===== config.mk =====
export PLATFORM = sky130hd
export DESIGN_NAME = irq_arbiter
export DESIGN_NICKNAME = d
export VERILOG_FILES = /design/src/rtl/irq_arbiter_pkg.sv /design/src/rtl/irq_arbiter_prio_enc.sv /design/src/rtl/irq_arbiter.sv
export SDC_FILE = /design/constraint.sdc
export NUM_CORES = 1
export LEC_CHECK = 0
export BUFFER_PORTS_ARGS = -buffer_cell sky130_fd_sc_hd__buf_2
export CORE_ASPECT_RATIO = 1.2
export CORE_UTILIZATION = 50
export CTS_CLUSTER_SIZE = 8
export DETAILED_ROUTE_END_ITERATION = 7
export PLACE_DENSITY = 0.78
export SYNTH_ARGS = -nofsm -noshare
export SYNTH_HDL_FRONTEND = slang
export SYNTH_HIERARCHICAL = 1
export SYNTH_SLANG_ARGS = --single-unit

===== constraint.sdc =====
create_clock -name clock -period 2 [get_ports clock]
set_input_delay 0.4 -clock clock [delete_from_list [all_inputs] [get_ports clock]]
set_output_delay 0.4 -clock clock [all_outputs]
set_load 0.005 [all_outputs]

===== src/rtl/irq_arbiter_pkg.sv =====
// Shared constants for the interrupt arbiter: default sizes, FSM encodings, cfg_sel codes.
// Pure definitions; no logic, no latency, no backpressure.
package irq_arbiter_pkg;

    localparam int NSRC_DEF = 8;
    localparam int IDW_DEF  = 3;

    typedef enum logic [1:0] {
        ST_IDLE    = 2'd0,
        ST_REQ     = 2'd1,
        ST_SERVICE = 2'd2
    } state_t;

    localparam logic CFG_MASK = 1'b0;
    localparam logic CFG_CLR  = 1'b1;

endpackage


===== src/rtl/irq_arbiter_prio_enc.sv =====
// Find-first-set over NSRC request bits; lowest index wins.
// Purely combinational, zero latency; no backpressure.
module prio_enc #(
    parameter int NSRC = 8,
    parameter int IDW  = 3
) (
    input  logic [NSRC-1:0] req,
    output logic            valid,
    output logic [IDW-1:0]  idx
);

    always_comb begin
        idx = '0;
        // Scanning high to low lets the lowest set bit overwrite last.
        for (int i = NSRC - 1; i >= 0; i--) begin
            if (req[i]) begin
                idx = IDW'(i);
            end
        end
    end

    assign valid = |req;

endmodule


===== src/rtl/irq_arbiter.sv =====
// Edge-latching, maskable fixed-priority interrupt arbiter driving one level IRQ.
// Latency: edge to irq_out two clocks; ack/eoi take effect on the sampling edge; no backpressure.
module irq_arbiter
    import irq_arbiter_pkg::*;
#(
    parameter int NSRC = NSRC_DEF,
    parameter int IDW  = IDW_DEF
) (
    input  logic            clock,
    input  logic            reset,
    input  logic [NSRC-1:0] src_irq,
    input  logic            cfg_we,
    input  logic            cfg_sel,
    input  logic [NSRC-1:0] cfg_wdata,
    input  logic            ack,
    input  logic            eoi,
    output logic            irq_out,
    output logic            active,
    output logic [IDW-1:0]  cause,
    output logic [NSRC-1:0] mask_q,
    output logic [NSRC-1:0] pending_q
);

    state_t          state_q, state_d;
    logic [NSRC-1:0] src_prev_q, src_prev_d;
    logic [NSRC-1:0] pending_d, mask_d;
    logic [IDW-1:0]  cause_q, cause_d;
    logic            irq_out_q, irq_out_d;
    logic            active_q, active_d;

    logic [NSRC-1:0] rise, eligible, clr, ack_clr;
    logic            win_vld;
    logic [IDW-1:0]  win_idx;

    assign rise     = src_irq & ~src_prev_q;
    assign eligible = pending_q & mask_q;

    prio_enc #(
        .NSRC (NSRC),
        .IDW  (IDW)
    ) u_prio_enc (
        .req   (eligible),
        .valid (win_vld),
        .idx   (win_idx)
    );

    always_comb begin
        state_d = state_q;
        cause_d = cause_q;
        ack_clr = '0;
        case (state_q)
            ST_IDLE: begin
                if (win_vld) begin
                    cause_d = win_idx;
                    state_d = ST_REQ;
                end
            end
            ST_REQ: begin
                // cause stays frozen here; a withdrawn source drops the request.
                if (ack) begin
                    ack_clr[cause_q] = 1'b1;
                    state_d          = ST_SERVICE;
                end else if (!eligible[cause_q]) begin
                    state_d = ST_IDLE;
                end
            end
            ST_SERVICE: begin
                if (eoi) begin
                    state_d = ST_IDLE;
                end
            end
            default: state_d = ST_IDLE;
        endcase
    end

    always_comb begin
        src_prev_d = src_irq;
        clr        = ack_clr;
        if (cfg_we && cfg_sel == CFG_CLR) begin
            clr = clr | cfg_wdata;
        end
        // A new edge in the same cycle as a clear must not be lost.
        pending_d = (pending_q & ~clr) | rise;
        mask_d    = (cfg_we && cfg_sel == CFG_MASK) ? cfg_wdata : mask_q;
        irq_out_d = (state_d == ST_REQ);
        active_d  = (state_d == ST_SERVICE);
    end

    always_ff @(posedge clock) begin
        if (reset) begin
            state_q    <= ST_IDLE;
            src_prev_q <= '0;
            pending_q  <= '0;
            mask_q     <= '0;
            cause_q    <= '0;
            irq_out_q  <= 1'b0;
            active_q   <= 1'b0;
        end else begin
            state_q    <= state_d;
            src_prev_q <= src_prev_d;
            pending_q  <= pending_d;
            mask_q     <= mask_d;
            cause_q    <= cause_d;
            irq_out_q  <= irq_out_d;
            active_q   <= active_d;
        end
    end

    assign irq_out = irq_out_q;
    assign active  = active_q;
    assign cause   = cause_q;

endmodule


==> flow_summary.toml, run 1 <==
[worst_hold_path]
hold_end = "mask_q[0]$_SDFFE_PP0P_"
hp-class = "primary input to flip-flop"
hold_start = "cfg_wdata[0]"
holdPathStages = 3

[critical_path]
regToRegEndpoint = "cause[2]$_SDFFE_PP0P_"
worstRegToRegCells = 7
required_ns = 2.20
r2r_slack_ns = 0.44
worstSetupPathType = "flip-flop to flip-flop"
cp-end-kind = "flip-flop"
cp-start-kind = "flip-flop"
cp_max_fo = 4
r2r-start = "pending_q[4]$_SDFF_PP0_"
cp.arrival_ns = 1.76

[sta]
rsz0062_at_grt = "no"
timing.final.crit_share_pct = 77.84
fmax_mhz = 642.3
finalCriticalPeriod_ns = 1.557
holdWs_ns = 0.3235
slew_violations = 0
tns_ns = 0
hold_violations = 0
setup_viol = 0
skew_ns = 0.005618
slew_headroom_pct = 65.77
worstMarginPinSlew_ns = 0.5134
setup_slack_ns = 0.4432

[clock_network]
cts_resized = 0
clock_path_buffers = 2
cts_sinks = 31
path_clk_slew_ns = 0.09
clockRootBuffer = "clkbuf_4"
clk_latency_ns = 0.33
tritoncts = "yes"
cts_setup_buffers = 0
numCtsBuffers = 5
cts_max_level = 2
ctsHoldBuffers = 0

[job]
cap_viol_max_count = 0

[placed_design]
gp_congestion = 0.8554
numPlacedInstances = 221
pre_cts_slack_ns = 0.4829
dpl.hpwl_mm = 2.287
port_buffers = 42

[final_layout]
nNetsFinal = 217
post-route-util_pct = 65.00
n_antenna_cell = 0
area_delta_synth_final_pct = 19.54
drive_above_1_share_pct = 30.26
layout_common_cells = "buf_2 (42), dfxtp_1 (31), nor2_1 (18), inv_1 (12), mux2i_1 (11)"
final_common_cell = "buf_2"
layout.cells.non_filler = 228

[drt]
viasPerCell = 5.276
drt-pass1-iter-count = 4
antenna_left = 0
drc_errors = 0
routedWlPerCell_um = 13.57
vias = 1203
wl_mm = 3.093
drt_iter0_drc = 22

[grt]
grt_pass1_vias = 1191
antenna_found_initial = 0
grt_pass1_wl_mm = 5.119
grt_remaining_overflow = 0
grt_max_degree = 33
grt_usage_pct = 23.07

[pwr]
clkPwrFrac_pct = 29.9
p_leak_uw = 0.0008232
peakVddDrop_uv = 525.7
p_per_area_mw_per_mm2 = 729.8
p_seq_share_pct = 55.4
p_sw_uw = 320.9
p_comb_share_pct = 14.7
p_int_uw = 913.6
p_sw_share_pct = 26.00

[synthesis]
ys_seq_area_share_pct = 43.85
synthArstFlopShare_pct = 0
synth_flop_cell = "dfxtp_1"
avgSynthCellArea_um2 = 9.310
netlist_area_mm2 = 0.001415
synth.distinct_cells = 39
ys_seq_elements = 31
ys_warn_count = 6
synth_nets = 174
synth-edff-count = 0
postSynthCellCount = 152

[run_status]
status = "finished, final reports clean"

[floorplan]
rows = 20
initial_utilization_pct = 54.37
ioPinCount = 43
die_height_um = 60.28
die_area_mm2 = 0.003048
die_x_um = 50.57
core-area_mm2 = 0.002603
## power by group through the flow
stage	Sequential, uW	Combinational, uW	Clock [uW]
floorplan	695	114	0
global placement	695	176	0
detailed placement	698	182	0
CTS	684	183	379
global route	689	201	404
finish	684	182	369
## area by class of cell
cell class	count	area [um2]
clock buffer	6	51.30
clock inverter	1	5.005
timing repair buffer	43	217.7
tap	33	41.29
fill	246	910.9
sequential	31	620.6
multi-input combinational	102	710.7
inverter	12	45.04
## synth_stat cells, types with 2 or more instances
cell type  number  area, um2
a21oi_1         5      25.02
clkbuf_1        2      7.510
o32ai_1         2      17.52
nor2b_1        10      62.56
nand3_1         3      15.01
inv_1          12      45.04
nand2b_1        8      50.05
a221oi_1        5      43.79
dfxtp_1        31      620.6
nand2_1         3      11.26
and2_1          6      37.54
mux2i_1        11      110.1
buf_2           4      20.02
nor2_1         18      67.56
a21o_1          6      45.04
a22o_1          2      17.52
o21ai_0         2      10.01
## worst max path at each step
stage	start	end	slack, ns	cells past startpoint
after global placement	pending_q[4]$_SDFF_PP0_	cause[2]$_SDFFE_PP0P_	0.55	7
final	pending_q[4]$_SDFF_PP0_	cause[2]$_SDFFE_PP0P_	0.44	7
after floorplan	pending_q[4]$_SDFF_PP0_	cause[0]$_SDFFE_PP0P_	0.59	7
after detailed placement	pending_q[4]$_SDFF_PP0_	cause[2]$_SDFFE_PP0P_	0.48	7
after CTS	pending_q[4]$_SDFF_PP0_	cause[2]$_SDFFE_PP0P_	0.46	7
after global routing	pending_q[4]$_SDFF_PP0_	cause[2]$_SDFFE_PP0P_	0.32	7
## metrics by stage
step                      power, uW  instance area (um2)
after floorplan               808.4                 1415
after global placement        871.2                 1635
after detailed placement      880.0                 1635
after CTS                      1246                 1692
after global routing           1294                 1692
final                          1235                 1692
## logic make-up after synthesis
| logic type | Yosys count | synth area share [%] |
|---|---|---|
| buffers and inverters | 19 | 5.924 |
| flip-flops | 31 | 43.86 |
| multiplexers | 11 | 7.781 |
| AND/OR/NAND/NOR | 61 | 26.00 |
| AO/OA/AOI/OAI | 30 | 16.45 |
## registers in the layout, summed over array words and instances (netlist names)
signal,cells
src_prev_q,8
mask_q,8
cause,3
state_q,2
active,1
pending_q,8
irq_out,1
## critical path, cell delays in order (launching register included)
cell and delay [ns]:
dfxtp_1 0.32, and2_1 0.20, nor4_2 0.32, nand3_1 0.17, nand2b_4 0.10, nor2_1 0.08, mux2i_1 0.16, nor2_1 0.06
## layer usage
| layer | up-vias | share of wire (%) | global-route usage, % |
|---|---|---|---|
| met3 | 8 | 4.9 | 8.651 |
| li1 | 611 | - | - |
| met5 | - | 0 | 0 |
| met1 | 552 | 44 | 24.84 |
| met4 | 0 | 2.2 | 11.11 |
| met2 | 32 | 49 | 39.81 |
No activity file was read; power rests on OpenSTA's default activity.
==> run 2, diff against run 1 <==
Settings changed: CORE_UTILIZATION 50 to 45, PLACE_DENSITY 0.78 to 0.74.
Clock period 2 ns to 1.25 ns, I/O delays scaled along.
==> run 2 against run 1 <==
- the run now ends with setup timing left
- non-clock buffer count rose by 27
- flip-flop and latch count did not move
- cell count is 13% higher
- global-route usage shrank 0.40 points
- first-iteration DRC count rose by 73%
- clock power is 120% higher
- count of clock-buffer cells in the layout stayed put
- die area rose by 11%
- power grew 87%
- clock skew is 0.0027 ns higher
- combinational power increased by 110%
- core utilization up 2.9 points
- critical path type unchanged
- largest power group unchanged
==> flow_summary.toml, run 2 (synthesis results as in run 1) <==
[run_status]
status = "finished, violations left"
failed_checks = "setup timing"

[sta]
setup_viol = 5
worstMarginPinSlew_ns = 0.4423
rsz0062_at_grt = "yes"
slew_headroom_pct = 70.52
finalCriticalPeriod_ns = 1.399
fmax_mhz = 714.6
skew_ns = 0.008345
tns_ns = -0.6147
timing.final.crit_share_pct = 111.9
slew_violations = 0
setup_slack_ns = -0.1494
hold_violations = 0
holdWs_ns = 0.1644

[clock_network]
cts_setup_buffers = 0
cts_max_level = 2
clk_latency_ns = 0.34
path_clk_slew_ns = 0.10
tritoncts = "yes"
numCtsBuffers = 5
cts_sinks = 31
clockRootBuffer = "clkbuf_4"
clock_path_buffers = 2

[grt]
grt_use_met2_pct = 38.45
use_met1_pct = 26.30
grt_pass1_vias = 1252
grt_util_met3_pct = 7.246
grt_max_degree = 29
grt_remaining_overflow = 0
grt_usage_pct = 22.68
antenna_found_initial = 0
grt_pass1_wl_mm = 5.540
busiest_layer = "met2"

[critical_path]
required_ns = 1.48
r2r_slack_ns = -0.15
r2r-start = "mask_q[5]$_SDFFE_PP0P_"
cp.arrival_ns = 1.63
worstRegToRegCells = 7
cp_max_fo = 3
cp-end-kind = "flip-flop"
regToRegEndpoint = "cause[2]$_SDFFE_PP0P_"
worstSetupPathType = "flip-flop to flip-flop"
cp-start-kind = "flip-flop"

[final_layout]
layout_common_cells = "buf_2 (42), buf_4 (28), dfxtp_1 (26), nor2_1 (17), inv_1 (12)"
drive_above_1_share_pct = 43.05
num-fill-cells = 250
post-route-util_pct = 67.92
nNetsFinal = 244
area_delta_synth_final_pct = 38.73
n_antenna_cell = 0
final_common_cell = "buf_2"
largest_registers = "mask_q: 8 flops, pending_q: 8 flops, src_prev_q: 8 flops"

[floorplan]
die_x_um = 53.19
die_height_um = 63.43
initial_utilization_pct = 48.96
die_area_mm2 = 0.003374
rows = 21
core-area_mm2 = 0.002890
ioPinCount = 43

[pwr]
power_uw = 2303
p_leak_uw = 0.0009980
p_per_area_mw_per_mm2 = 1173
peakVddDrop_uv = 1189

[drt]
drt-pass1-iter-count = 4
viasPerCell = 5.136
vias = 1320
wl_mm = 3.327
routedWlPerCell_um = 12.95
drt_iter0_drc = 38
antenna_left = 0
drc_errors = 0

[worst_hold_path]
hp-class = "primary input to flip-flop"
hold_start = "cfg_wdata[3]"
hold_end = "mask_q[3]$_SDFFE_PP0P_"
holdPathStages = 3

[placed_design]
dpl.hpwl_mm = 2.568
gp_congestion = 0.8529
port_buffers = 42

[job]
cap_viol_max_count = 0
==> run 2: how the worst max path moves through the flow <==
stage	endpoint	from	slack (ns)
after floorplan	cause[0]$_SDFFE_PP0P_	mask_q[5]$_SDFFE_PP0P_	-0.1
after global placement	cause[1]$_SDFFE_PP0P_	mask_q[5]$_SDFFE_PP0P_	-0.12
after detailed placement	cause[2]$_SDFFE_PP0P_	mask_q[5]$_SDFFE_PP0P_	-0.17
after CTS	cause[2]$_SDFFE_PP0P_	pending_q[6]$_SDFF_PP0_	-0.12
after global routing	cause[0]$_SDFFE_PP0P_	mask_q[5]$_SDFFE_PP0P_	-0.22
final	cause[2]$_SDFFE_PP0P_	mask_q[5]$_SDFFE_PP0P_	-0.15
==> run 2: cell type report <==
class	instances	area [um2]	area share, %
clock inverters	2	35.03	1.785
clock buffers	6	51.30	2.613
flip-flops and latches	31	626.9	31.93
repair buffers	70	420.4	21.41
multi-input cells	102	742.0	37.79
inverters	12	45.04	2.294
well taps	34	42.54	2.167
==> run 2: where the power goes <==
| part | internal [uW] | switching [uW] | total (uW) |
|---|---|---|---|
| logic | 218 | 170 | 388 |
| clock network | 472 | 354 | 827 |
| registers | 1050 | 35.4 | 1090 |
==> run 2: per-stage QoR <==
step | instance area, um2 | setup slack (ns) | instances
final | 1963 | -0.1494 | 257
after global routing | 1963 | -0.2153 | 257
after CTS | 1953 | -0.1206 | 257
after detailed placement | 1852 | -0.1719 | 249
after global placement | 1852 | -0.1171 | 249
after floorplan | 1428 | -0.09555 | 152
==> run 2: critical path, stage by stage, from the launching register on <==
cell and delay (ns):
dfxtp_2 0.34, and2_4 0.16, nor4_4 0.30, nand3_2 0.14
nand2b_4 0.10, nor2_4 0.05, mux2i_1 0.15, nor2_1 0.05
==> run 2: what timing repair did <==
item,4_1_cts,5_1_grt
hold buffers,0,0
gates resized for setup,3,5
pin swaps,2,1
setup endpoints to repair,10,14
==> run 2: layer usage <==
metal | wire [um] | vias up | share of wire (%)
li1 | - | 661 | -
met1 | 1426 | 624 | 43
met2 | 1697 | 29 | 51
met3 | 154 | 6 | 4.6
met4 | 48 | 0 | 1.4
met5 | 0 | - | 0
